File: src/rtl/cheshire_regbus_arb.sv
`default_nettype none
// ============================================================================
// Module   : cheshire_regbus_arb
// Brief    : Round-robin arbiter sharing the Cheshire peripheral register bus
//            among NumReq requesters; one grant held per transaction.
// Options  : CHESHIRE_REGBUS_ARB_TIMEOUT_EN enables the response watchdog.
// Revision : 1.0 - initial release
// ============================================================================
module cheshire_regbus_arb #(
    parameter int unsigned NumReq        = 3,
    parameter int unsigned AddrWidth     = 48,
    parameter int unsigned DataWidth     = 32,
    parameter int unsigned TimeoutCycles = 256
) (
    input  logic                                  clk_i,
    input  logic                                  rst_i,
    input  logic [NumReq-1:0]                     req_valid_i,
    input  logic [NumReq-1:0]                     req_write_i,
    input  logic [NumReq-1:0][AddrWidth-1:0]      req_addr_i,
    input  logic [NumReq-1:0][DataWidth-1:0]      req_wdata_i,
    input  logic [NumReq-1:0][DataWidth/8-1:0]    req_wstrb_i,
    output logic [NumReq-1:0]                     req_ready_o,
    output logic [DataWidth-1:0]                  req_rdata_o,
    output logic                                  req_error_o,
    output logic                                  dn_valid_o,
    output logic                                  dn_write_o,
    output logic [AddrWidth-1:0]                  dn_addr_o,
    output logic [DataWidth-1:0]                  dn_wdata_o,
    output logic [DataWidth/8-1:0]                dn_wstrb_o,
    input  logic                                  dn_ready_i,
    input  logic [DataWidth-1:0]                  dn_rdata_i,
    input  logic                                  dn_error_i,
    output logic                                  busy_o,
    output logic                                  timeout_o
);

    localparam int unsigned IdxW = (NumReq > 1) ? $clog2(NumReq) : 1;

    if (NumReq < 2 || NumReq > 8 || TimeoutCycles < 2 || TimeoutCycles > 65535) begin : g_param_check
        $error("cheshire_regbus_arb: parameter out of range");
    end

    typedef enum logic [1:0] {
`ifdef CHESHIRE_REGBUS_ARB_TIMEOUT_EN
        ST_ERR  = 2'd2,
`endif
        ST_IDLE = 2'd0,
        ST_BUSY = 2'd1
    } state_t;

    state_t          state, state_next;
    logic [IdxW-1:0] gnt_idx, gnt_next;
    logic [IdxW-1:0] rr_ptr, rr_next;
    logic [IdxW-1:0] pick;
    logic            pick_found;
    logic [IdxW-1:0] gnt_succ;
    int              cand;

    // First valid requester at or after rr_ptr, scanning upward with wrap.
    always_comb begin
        pick       = '0;
        pick_found = 1'b0;
        cand       = 0;
        for (int i = 0; i < int'(NumReq); i++) begin
            cand = int'(rr_ptr) + i;
            if (cand >= int'(NumReq)) begin
                cand = cand - int'(NumReq);
            end
            if (!pick_found && req_valid_i[cand[IdxW-1:0]]) begin
                pick_found = 1'b1;
                pick       = cand[IdxW-1:0];
            end
        end
    end

    assign gnt_succ = (int'(gnt_idx) + 1 >= int'(NumReq)) ? '0 : gnt_idx + IdxW'(1);

`ifdef CHESHIRE_REGBUS_ARB_TIMEOUT_EN
    logic [15:0] wd_cnt;

    // Counter holds the number of stalled BUSY cycles already elapsed, so the
    // watchdog fires on the TimeoutCycles+1-th cycle after dn_valid_o rises.
    always_ff @(posedge clk_i) begin
        if (rst_i) begin
            wd_cnt <= '0;
        end else if (state == ST_BUSY && !dn_ready_i) begin
            wd_cnt <= wd_cnt + 16'd1;
        end else if (state != ST_BUSY) begin
            wd_cnt <= '0;
        end
    end
`endif

    always_ff @(posedge clk_i) begin
        if (rst_i) begin
            state   <= ST_IDLE;
            gnt_idx <= '0;
            rr_ptr  <= '0;
        end else begin
            state   <= state_next;
            gnt_idx <= gnt_next;
            rr_ptr  <= rr_next;
        end
    end

    always_comb begin
        state_next  = state;
        gnt_next    = gnt_idx;
        rr_next     = rr_ptr;
        req_ready_o = '0;
        req_rdata_o = '0;
        req_error_o = 1'b0;
        dn_valid_o  = 1'b0;
        dn_write_o  = 1'b0;
        dn_addr_o   = '0;
        dn_wdata_o  = '0;
        dn_wstrb_o  = '0;
        busy_o      = 1'b0;
        timeout_o   = 1'b0;
        case (state)
            ST_IDLE: begin
                if (pick_found) begin
                    gnt_next   = pick;
                    state_next = ST_BUSY;
                end
            end
            ST_BUSY: begin
                busy_o     = 1'b1;
                dn_valid_o = req_valid_i[gnt_idx];
                dn_write_o = req_write_i[gnt_idx];
                dn_addr_o  = req_addr_i[gnt_idx];
                dn_wdata_o = req_wdata_i[gnt_idx];
                dn_wstrb_o = req_wstrb_i[gnt_idx];
                if (!req_valid_i[gnt_idx]) begin
                    // Requester abandoned the transfer: keep its turn.
                    state_next = ST_IDLE;
                end else if (dn_ready_i) begin
                    req_ready_o[gnt_idx] = 1'b1;
                    req_rdata_o          = dn_rdata_i;
                    req_error_o          = dn_error_i;
                    rr_next              = gnt_succ;
                    state_next           = ST_IDLE;
                end
`ifdef CHESHIRE_REGBUS_ARB_TIMEOUT_EN
                else if (wd_cnt == 16'(TimeoutCycles)) begin
                    timeout_o  = 1'b1;
                    state_next = ST_ERR;
                end
`endif
            end
`ifdef CHESHIRE_REGBUS_ARB_TIMEOUT_EN
            ST_ERR: begin
                busy_o               = 1'b1;
                req_ready_o[gnt_idx] = 1'b1;
                req_error_o          = 1'b1;
                rr_next              = gnt_succ;
                state_next           = ST_IDLE;
            end
`endif
            default: state_next = ST_IDLE;
        endcase
    end

endmodule
`default_nettype wire

File: config.mk
export PLATFORM = sky130hd
export DESIGN_NAME = cheshire_regbus_arb
export DESIGN_NICKNAME = d
export VERILOG_FILES = /design/src/rtl/cheshire_regbus_arb.sv
export SDC_FILE = /design/constraint.sdc
export NUM_CORES = 1
export LEC_CHECK = 0
export CAP_MARGIN = 20
export CORE_AREA = 2 2 164 166
export CTS_CLUSTER_DIAMETER = 60
export DETAILED_ROUTE_END_ITERATION = 12
export DIE_AREA = 0 0 166 168
export MAX_ROUTING_LAYER = met4
export PLACE_DENSITY = 0.47
export SYNTH_ARGS = -nofsm -noshare
export SYNTH_HDL_FRONTEND = slang
export SYNTH_SLANG_ARGS = --single-unit
File: constraint.sdc
create_clock -name clk_i -period 5.5 [get_ports clk_i]
set_input_delay 0.55 -clock clk_i [delete_from_list [all_inputs] [get_ports clk_i]]
set_output_delay 0.55 -clock clk_i [all_outputs]
set_load 0.02 [all_outputs]
==> metrics.md, run 1 <==
| Metric | Value |
|---|---|
| Cell taking the most area after synthesis | mux2i_1 |
| Critical Path RT | 4.95 ns |
| Setup ws final | 1.84 ns |
| Pwr per Cell Area | 116 mW/mm^2 |
| Post-synthesis compound-gate area fraction | 19.9% |
| Final Setup Violations | 0 |
| NetSw | 0.332 mW |
| WL/cell | 15.7 um |
| RR Endpoint | rr_ptr[1] |
| Maximum root-to-sink buffer count | 2 |
| Rel. slew slack | 36.8% |
| Layout Utilization | 28.6% |
| Pre-CTS setup slack | 1.89 ns |
| Root Driver | clkbuf_16 |
| Max incr delay on CP | 0.87 ns |
| Fin. max-slew vios | 0 |
| Crit Path Class | reg2out |
| Cts repair resizes | 0 |
| Design area | 0.00753 mm^2 |
| Initial Util | 11.5% |
| R2r setup slk | 2.98 ns |
| Area contributors post-synth | mux2i_1, and2_1, o21ai_0 |
| Setup TNS | 0 ns |
| Post-layout minimum cycle time | 3.66 ns |
| Clock Latency Late Sink | 0.23 ns |
| Startpoint types | register |
| Highest clock rate | 273 MHz |
| Inst Count DP | 1,196 |
| Synth warn | 0 |
| Maximum VDD drop | 0.0000761 V |
| Fin. Hold Viols | 0 |
| Slowest CP cell | dfxtp_4 |
| Post-synth EDFFs | 0 |
| Leakage | 2.54 nW |
| DR vias | 4,609 |
| Cell Area, Placed | 0.00745 mm^2 |
| Post-synthesis average cell area | 6.33 um^2 |
| First-pass GRT wire length | 27,600 um |
| Post-Syn Nets | 776 |
| Async SR Flop Fraction | 0% |
| Initial antenna violation count | 0 |
| Rows | 60 |
| Die height | 168 um |
| Synth Area in Simple Gates | 38.9% |
| Final wirelength | 18,800 um |
| Part of the power in the clock network | 13.9% |
| Total GRT Usage | 12.8% |
| Cell depth of the worst hold path | 2 |
| Maxcap violations | 0 |
| R2R Path Start | gnt_idx[1] |
| Vias in the first global route | 4,698 |
| Crit-path max FO | 46 |
| Worst-path clk slew | 0.04 ns |
| Final Wtd Congestion | 0.755 |
| I/O pin cnt | 418 |
| Top_reg_cell synth | dfxtp_1 |
| Main combinational cell family by area after synthesis | simple AND/OR/NAND/NOR gates |
| CP bufs+invs | 2 |
| Core Area | 0.0264 mm^2 |
| Hold Crit Start | rr_ptr[0] |
| GRT overflow | 0 |
| Yosys cell types | 36 |
| Overall power | 0.874 mW |
| Die Wd | 166 um |
| Antenna diode count | 0 |
| Sequential Area | 106 um^2 |
| Crit path max-delay family | buffers and inverters |
| Switch share | 38.0% |
| Seq/Total Area, Yosys | 3.30% |
| Post-Synth Adder-Cell Area | 1.24% |
| Buffers on Ports | 416 |
| CP arrival | 3.11 ns |
| Top cells by count, synth | and2_1, nand2_1, o21ai_0, mux2i_1, clkbuf_1 |
| Multi-input gate area | 0.00269 mm^2 |
| Period utilisation layout | 66.6% |
| Synth-to-Final Area Change | 148% |
| Post-route ant nets | 0 |
| Outcome | completed |
| Post-synthesis mux area share | 28.7% |
| Worst-Margin Slew | 0.948 ns |
| Final Non-Filler Cells | 1,200 |
| # H-tree levels | 1 |
| Synth Area in XOR/XNOR | 0% |
| Drt via density | 3.84 |
| End of the worst hold path | rr_ptr[0] |
| R2R depth | 5 |
| Postcts setup bufs | 0 |
| Post-layout nets | 1,157 |
| HPWL Detailed | 14,800 um |
| Synthesized instance count | 479 |
| FILL cells | 2,872 |
| Sink Count | 5 |
| Mapped Area | 0.00303 mm^2 |
| #FFs+latches synth | 5 |
| CTS tree | built |
| Sequential share of power | 6.3% |
| Total CTS buffers | 3 |
| Number of DRC markers in iteration 0 | 181 |
| Share of cells above drive strength 1 | 1.86% |
| RSZ-0062 raised after global routing | false |
| Final Skew | 0.00249 ns |
| Die area | 0.0279 mm^2 |
| Internal Power | 0.542 mW |
| Largest net degree at the start of global routing | 90 |
| Logic gate share of total power | 79.8% |
| Most frequent cell after synthesis | and2_1 |
| WHS | 0.513 ns |
| Pre-antenna DRT Iters | 4 |
| CP Cell Sequence | buf_4 > mux2i_1 > o21ai_0 > and2_1 > clkdlybuf4s50_1 |
| Residual DRC count | 0 |
| Cts hold-fix bufs | 0 |
| Post-synth top area share | 28.7% |
| CP Capture Type | primary output |
| Hold Path Class | reg2reg |
logic make-up after synthesis:
logic type,after synthesis
AOI/OAI and AO/OA,109
adders and majority gates,3
buffers and inverters,51
DFF,5
muxes,87
other,1
and+or+nand+nor,223
layer usage:
layer	part of all wire [%]	track usage (%)	vias to the layer above
met5	0	-	-
met4	0.66	1.36	0
met3	5.8	2.00	8
met2	53	24.3	236
met1	41	14.5	1992
li1	-	-	2373
area by class of cell:
class | instances | share of cell area [%]
clock buffers | 4 | 1.05
inverters | 6 | 0.299
multi-input cells | 423 | 35.8
flip-flops and latches | 5 | 1.41
well taps | 341 | 5.67
repair buffers | 421 | 55.8
layout by cell type, fill, tap and decap left out, types with 3 or more instances in the layout:
cell             instances
o21ai_0                 89
nand2b_1                 5
a21boi_0                 3
clkdlybuf4s50_1        416
inv_1                    6
and2_1                 118
buf_4                    5
clkbuf_16                3
a21oi_1                  3
nand2_1                 90
mux2i_1                 87
ha_1                     3
worst max-delay path by stage:
stage | from | end | slack, ns | depth (start not counted)
floorplan | gnt_idx[0] | req_ready_o[2] | 3.50 | 6
global placement | req_valid_i[2] | req_ready_o[1] | 1.86 | 7
detailed placement | req_valid_i[2] | req_ready_o[1] | 1.89 | 7
CTS | gnt_idx[1] | dn_wdata_o[14] | 1.76 | 5
global route | gnt_idx[1] | dn_addr_o[14] | 1.63 | 5
finish | gnt_idx[1] | dn_addr_o[14] | 1.84 | 5
registers in the layout (all words and copies together) (netlist names):
register / flops
rr_ptr: 2
state: 1
gnt_idx: 2
power by group through the flow:
stage	sequential [mW]	combinational [mW]	clock, mW
after detailed placement	0.0566	0.706	0
after CTS	0.0561	0.709	0.124
after floorplan	0.0429	0.312	0
after global routing	0.0569	0.752	0.127
after global placement	0.0567	0.709	0
final	0.0552	0.697	0.121
tightest hold or removal path, delay by kind of cell (launching register included):
| kind | cells | cell delay, ns |
|---|---|---|
| AND/OR/NAND/NOR | 1 | 0.07 |
| AO/OA/AOI/OAI | 1 | 0.05 |
| flip-flops | 1 | 0.34 |
(Power assumes the default switching activity.)
==> run 2: changes to the inputs <==
--- a/config.mk
+++ b/config.mk
@@ -6,12 +6,12 @@
 export NUM_CORES = 1
 export LEC_CHECK = 0
 export CAP_MARGIN = 20
-export CORE_AREA = 2 2 164 166
+export CORE_AREA = 2 2 162 164
 export CTS_CLUSTER_DIAMETER = 60
 export DETAILED_ROUTE_END_ITERATION = 12
-export DIE_AREA = 0 0 166 168
+export DIE_AREA = 0 0 164 166
 export MAX_ROUTING_LAYER = met4
-export PLACE_DENSITY = 0.47
+export PLACE_DENSITY = 0.49
 export SYNTH_ARGS = -nofsm -noshare
 export SYNTH_HDL_FRONTEND = slang
 export SYNTH_SLANG_ARGS = --single-unit
==> constraint.sdc (replaced) <==
create_clock -name clk_i -period 3.2 [get_ports clk_i]
set_input_delay 0.32 -clock clk_i [delete_from_list [all_inputs] [get_ports clk_i]]
set_output_delay 0.32 -clock clk_i [all_outputs]
set_load 0.02 [all_outputs]
==> run 2 against run 1 <==
Effect of this change: sequential share of layout area barely moved; die area fell by 2.4%; combinational power rose by 76%; routed wire length fell by 2.1%; global-route usage rose by 0.14 points; largest cell class unchanged; highest routed layer unchanged.
==> metrics.md, run 2 (synthesized netlist as in run 1, its figures left out) <==
| Metric | Value |
|---|---|
| Postcts setup bufs | 0 (unchanged) |
| Largest net degree at the start of global routing | 51 (-43%) |
| CP Capture Type | primary output |
| NetSw | 0.566 mW (+70%) |
| R2r setup slk | 1.24 ns (-1.74 ns) |
| Leakage | 2.57 nW (+1.2%) |
| WL/cell | 15.3 um (-2.1%) |
| Maximum VDD drop | 0.000188 V (+150%) |
| Die height | 166 um (-1.2%) |
| Fin. Hold Viols | 0 (unchanged) |
| Drt via density | 3.86 (+0.61%) |
| Core Area | 0.0256 mm^2 (-2.8%) |
| CP Cell Sequence | clkdlybuf4s50_1 > mux2i_1 > nor2_2 > o211a_1 > buf_4 > nand2_1 > inv_1 > clkdlybuf4s50_1 |
| Post-layout nets | 1,161 (+0.35%) |
| Initial Util | 11.8% (+0.33 points) |
| Die Wd | 164 um (-1.2%) |
| First-pass GRT wire length | 27,000 um (-2.2%) |
| Residual DRC count | 0 (unchanged) |
| Design area | 0.00759 mm^2 (+0.86%) |
| Final wirelength | 18,400 um (-2.1%) |
| Cts repair resizes | 0 (unchanged) |
| CP bufs+invs | 4 (+2) |
| Worst-Margin Slew | 0.540 ns (-0.408 ns) |
| GRT overflow | 0 (unchanged) |
| Synth-to-Final Area Change | 151% |
| Highest clock rate | 355 MHz |
| Slowest CP cell | clkdlybuf4s50_1 |
| Die area | 0.0272 mm^2 (-2.4%) |
| Final Skew | 0.000154 ns (-0.00234 ns) |
| WHS | 0.485 ns (-0.0285 ns) |
| Post-route ant nets | 0 (unchanged) |
| Pwr per Cell Area | 199 mW/mm^2 (+71%) |
| Part of the power in the clock network | 13.4% (-0.5 points) |
| Crit-path max FO | 34 (-26%) |
| Rel. slew slack | 64.0% (+27 points) |
| R2R depth | 7 (+2) |
| Vias in the first global route | 4,740 (+0.89%) |
| Root Driver | clkbuf_16 |
| RSZ-0062 raised after global routing | false |
| Buffers on Ports | 416 (unchanged) |
| Max incr delay on CP | 0.63 ns (-0.24 ns) |
| Crit Path Class | in2out |
| End of the worst hold path | rr_ptr[1] |
| Internal Power | 0.943 mW (+74%) |
| Total GRT Usage | 12.9% (+0.14 points) |
| Clock Latency Late Sink | 0.22 ns (about the same) |
| Cell depth of the worst hold path | 2 (unchanged) |
| Total CTS buffers | 3 (unchanged) |
| Hold Crit Start | rr_ptr[1] |
| Setup TNS | 0 ns (unchanged) |
| Initial antenna violation count | 2 (+2) |
| Cts hold-fix bufs | 0 (unchanged) |
| I/O pin cnt | 418 (unchanged) |
| Startpoint types | input pin |
| Maxcap violations | 0 (unchanged) |
| Crit path max-delay family | buffers and inverters |
| CTS tree | built |
| Maximum root-to-sink buffer count | 2 (unchanged) |
| RR Endpoint | state[0] |
| Registers with the most flip-flops | gnt_idx: 2 flops, rr_ptr: 2 flops, state: 1 flops |
| Final Setup Violations | 0 (unchanged) |
| R2R Path Start | rr_ptr[0] |
| Worst-path clk slew | 0.03 ns (about the same) |
| # H-tree levels | 1 (unchanged) |
| Cell Area, Placed | 0.00751 mm^2 (+0.81%) |
| Critical Path RT | 2.88 ns (-2.07 ns) |
| FILL cells | 2,808 (-2.2%) |
| Commonest non-fill, non-tap cell in the layout | clkdlybuf4s50_1 |
| Sink Count | 5 (unchanged) |
| Hold Path Class | reg2reg |
| Post-layout minimum cycle time | 2.81 ns |
| Share of cells above drive strength 1 | 2.32% (+0.45 points) |
| HPWL Detailed | 14,900 um (+0.78%) |
| Final Wtd Congestion | 0.813 (+7.7%) |
| Outcome | completed |
| Sequential share of power | 5.0% (-1.3 points) |
| Fin. max-slew vios | 0 (unchanged) |
| Switch share | 37.5% (-0.51 points) |
| Period utilisation layout | 88.0% |
| Number of DRC markers in iteration 0 | 155 (-14%) |
| CP arrival | 2.49 ns (-0.62 ns) |
| Logic gate share of total power | 81.6% (+1.8 points) |
| Most frequent CP cell | clkdlybuf4s50_1 |
| Pre-antenna DRT Iters | 4 (unchanged) |
| Rows | 59 (-1.7%) |
| DR vias | 4,637 (+0.61%) |
| Most frequent cells in the layout | clkdlybuf4s50_1, and2_1, nand2_1, o21ai_0, mux2i_1 |
[run 2: cell count changes in the layout (fill, tap and decap cells not counted), sizes merged]
cell and change:
diode +2, buf +4
[run 2: worst register-to-register path, cell delays in order (launching register included)]
cell and delay, ns:
dfxtp_1 0.39, inv_1 0.06, ha_1 0.40, a221oi_1 0.28
a32oi_1 0.09, o21bai_1 0.34, a21boi_0 0.22, nor2_1 0.05
[run 2: layout make-up]
cell class              instances  area [um^2]  share of cell area (%)
repair buffers                425         4270                    56.2
clock buffers                   4         78.8                    1.04
multi-input cells             423         2690                    35.5
diodes                          2         5.00                  0.0659
flip-flops and latches          5          106                    1.40
inverters                       6         22.5                   0.297
well taps                     335          419                    5.52
[run 2: power groups by stage]
stage	sequential, mW	combinational [mW]	clock [mW]
floorplan	0.0738	0.537	0
global placement	0.0773	1.25	0
detailed placement	0.0772	1.24	0
CTS	0.0764	1.25	0.204
global route	0.0773	1.33	0.211
finish	0.0759	1.23	0.202
[run 2: worst max path at each step]
stage | start | end | slack [ns] | depth (start not counted)
after floorplan | gnt_idx[0] | req_ready_o[2] | 1.43 | 6
after global placement | req_valid_i[2] | req_ready_o[1] | 0.37 | 8
after detailed placement | req_valid_i[2] | req_ready_o[1] | 0.39 | 8
after CTS | req_valid_i[2] | req_ready_o[1] | 0.37 | 8
after global routing | req_valid_i[2] | req_ready_o[1] | 0.19 | 8
final | req_valid_i[2] | req_ready_o[1] | 0.39 | 8
[run 2: layer usage]
layer / vias up / wire length, um / part of all wire, % / global-route usage, %
li1: 2379 / - / - / -
met2: 228 / 9530 / 52 / 24.5
met4: 0 / 84 / 0.46 / 0.610
met3: 9 / 1510 / 8.2 / 3.00
met5: - / 0 / 0 / -
met1: 2021 / 7280 / 40 / 14.3
[run 2: through the flow]
step	utilization, %	instances	setup slack [ns]	power (mW)
after floorplan	-	479	1.43	0.610
after global placement	29.3	1194	0.368	1.32
after global routing	29.6	1200	0.193	1.62
after detailed placement	29.3	1194	0.393	1.32
after CTS	29.6	1198	0.372	1.53
final	29.6	1200	0.386	1.51
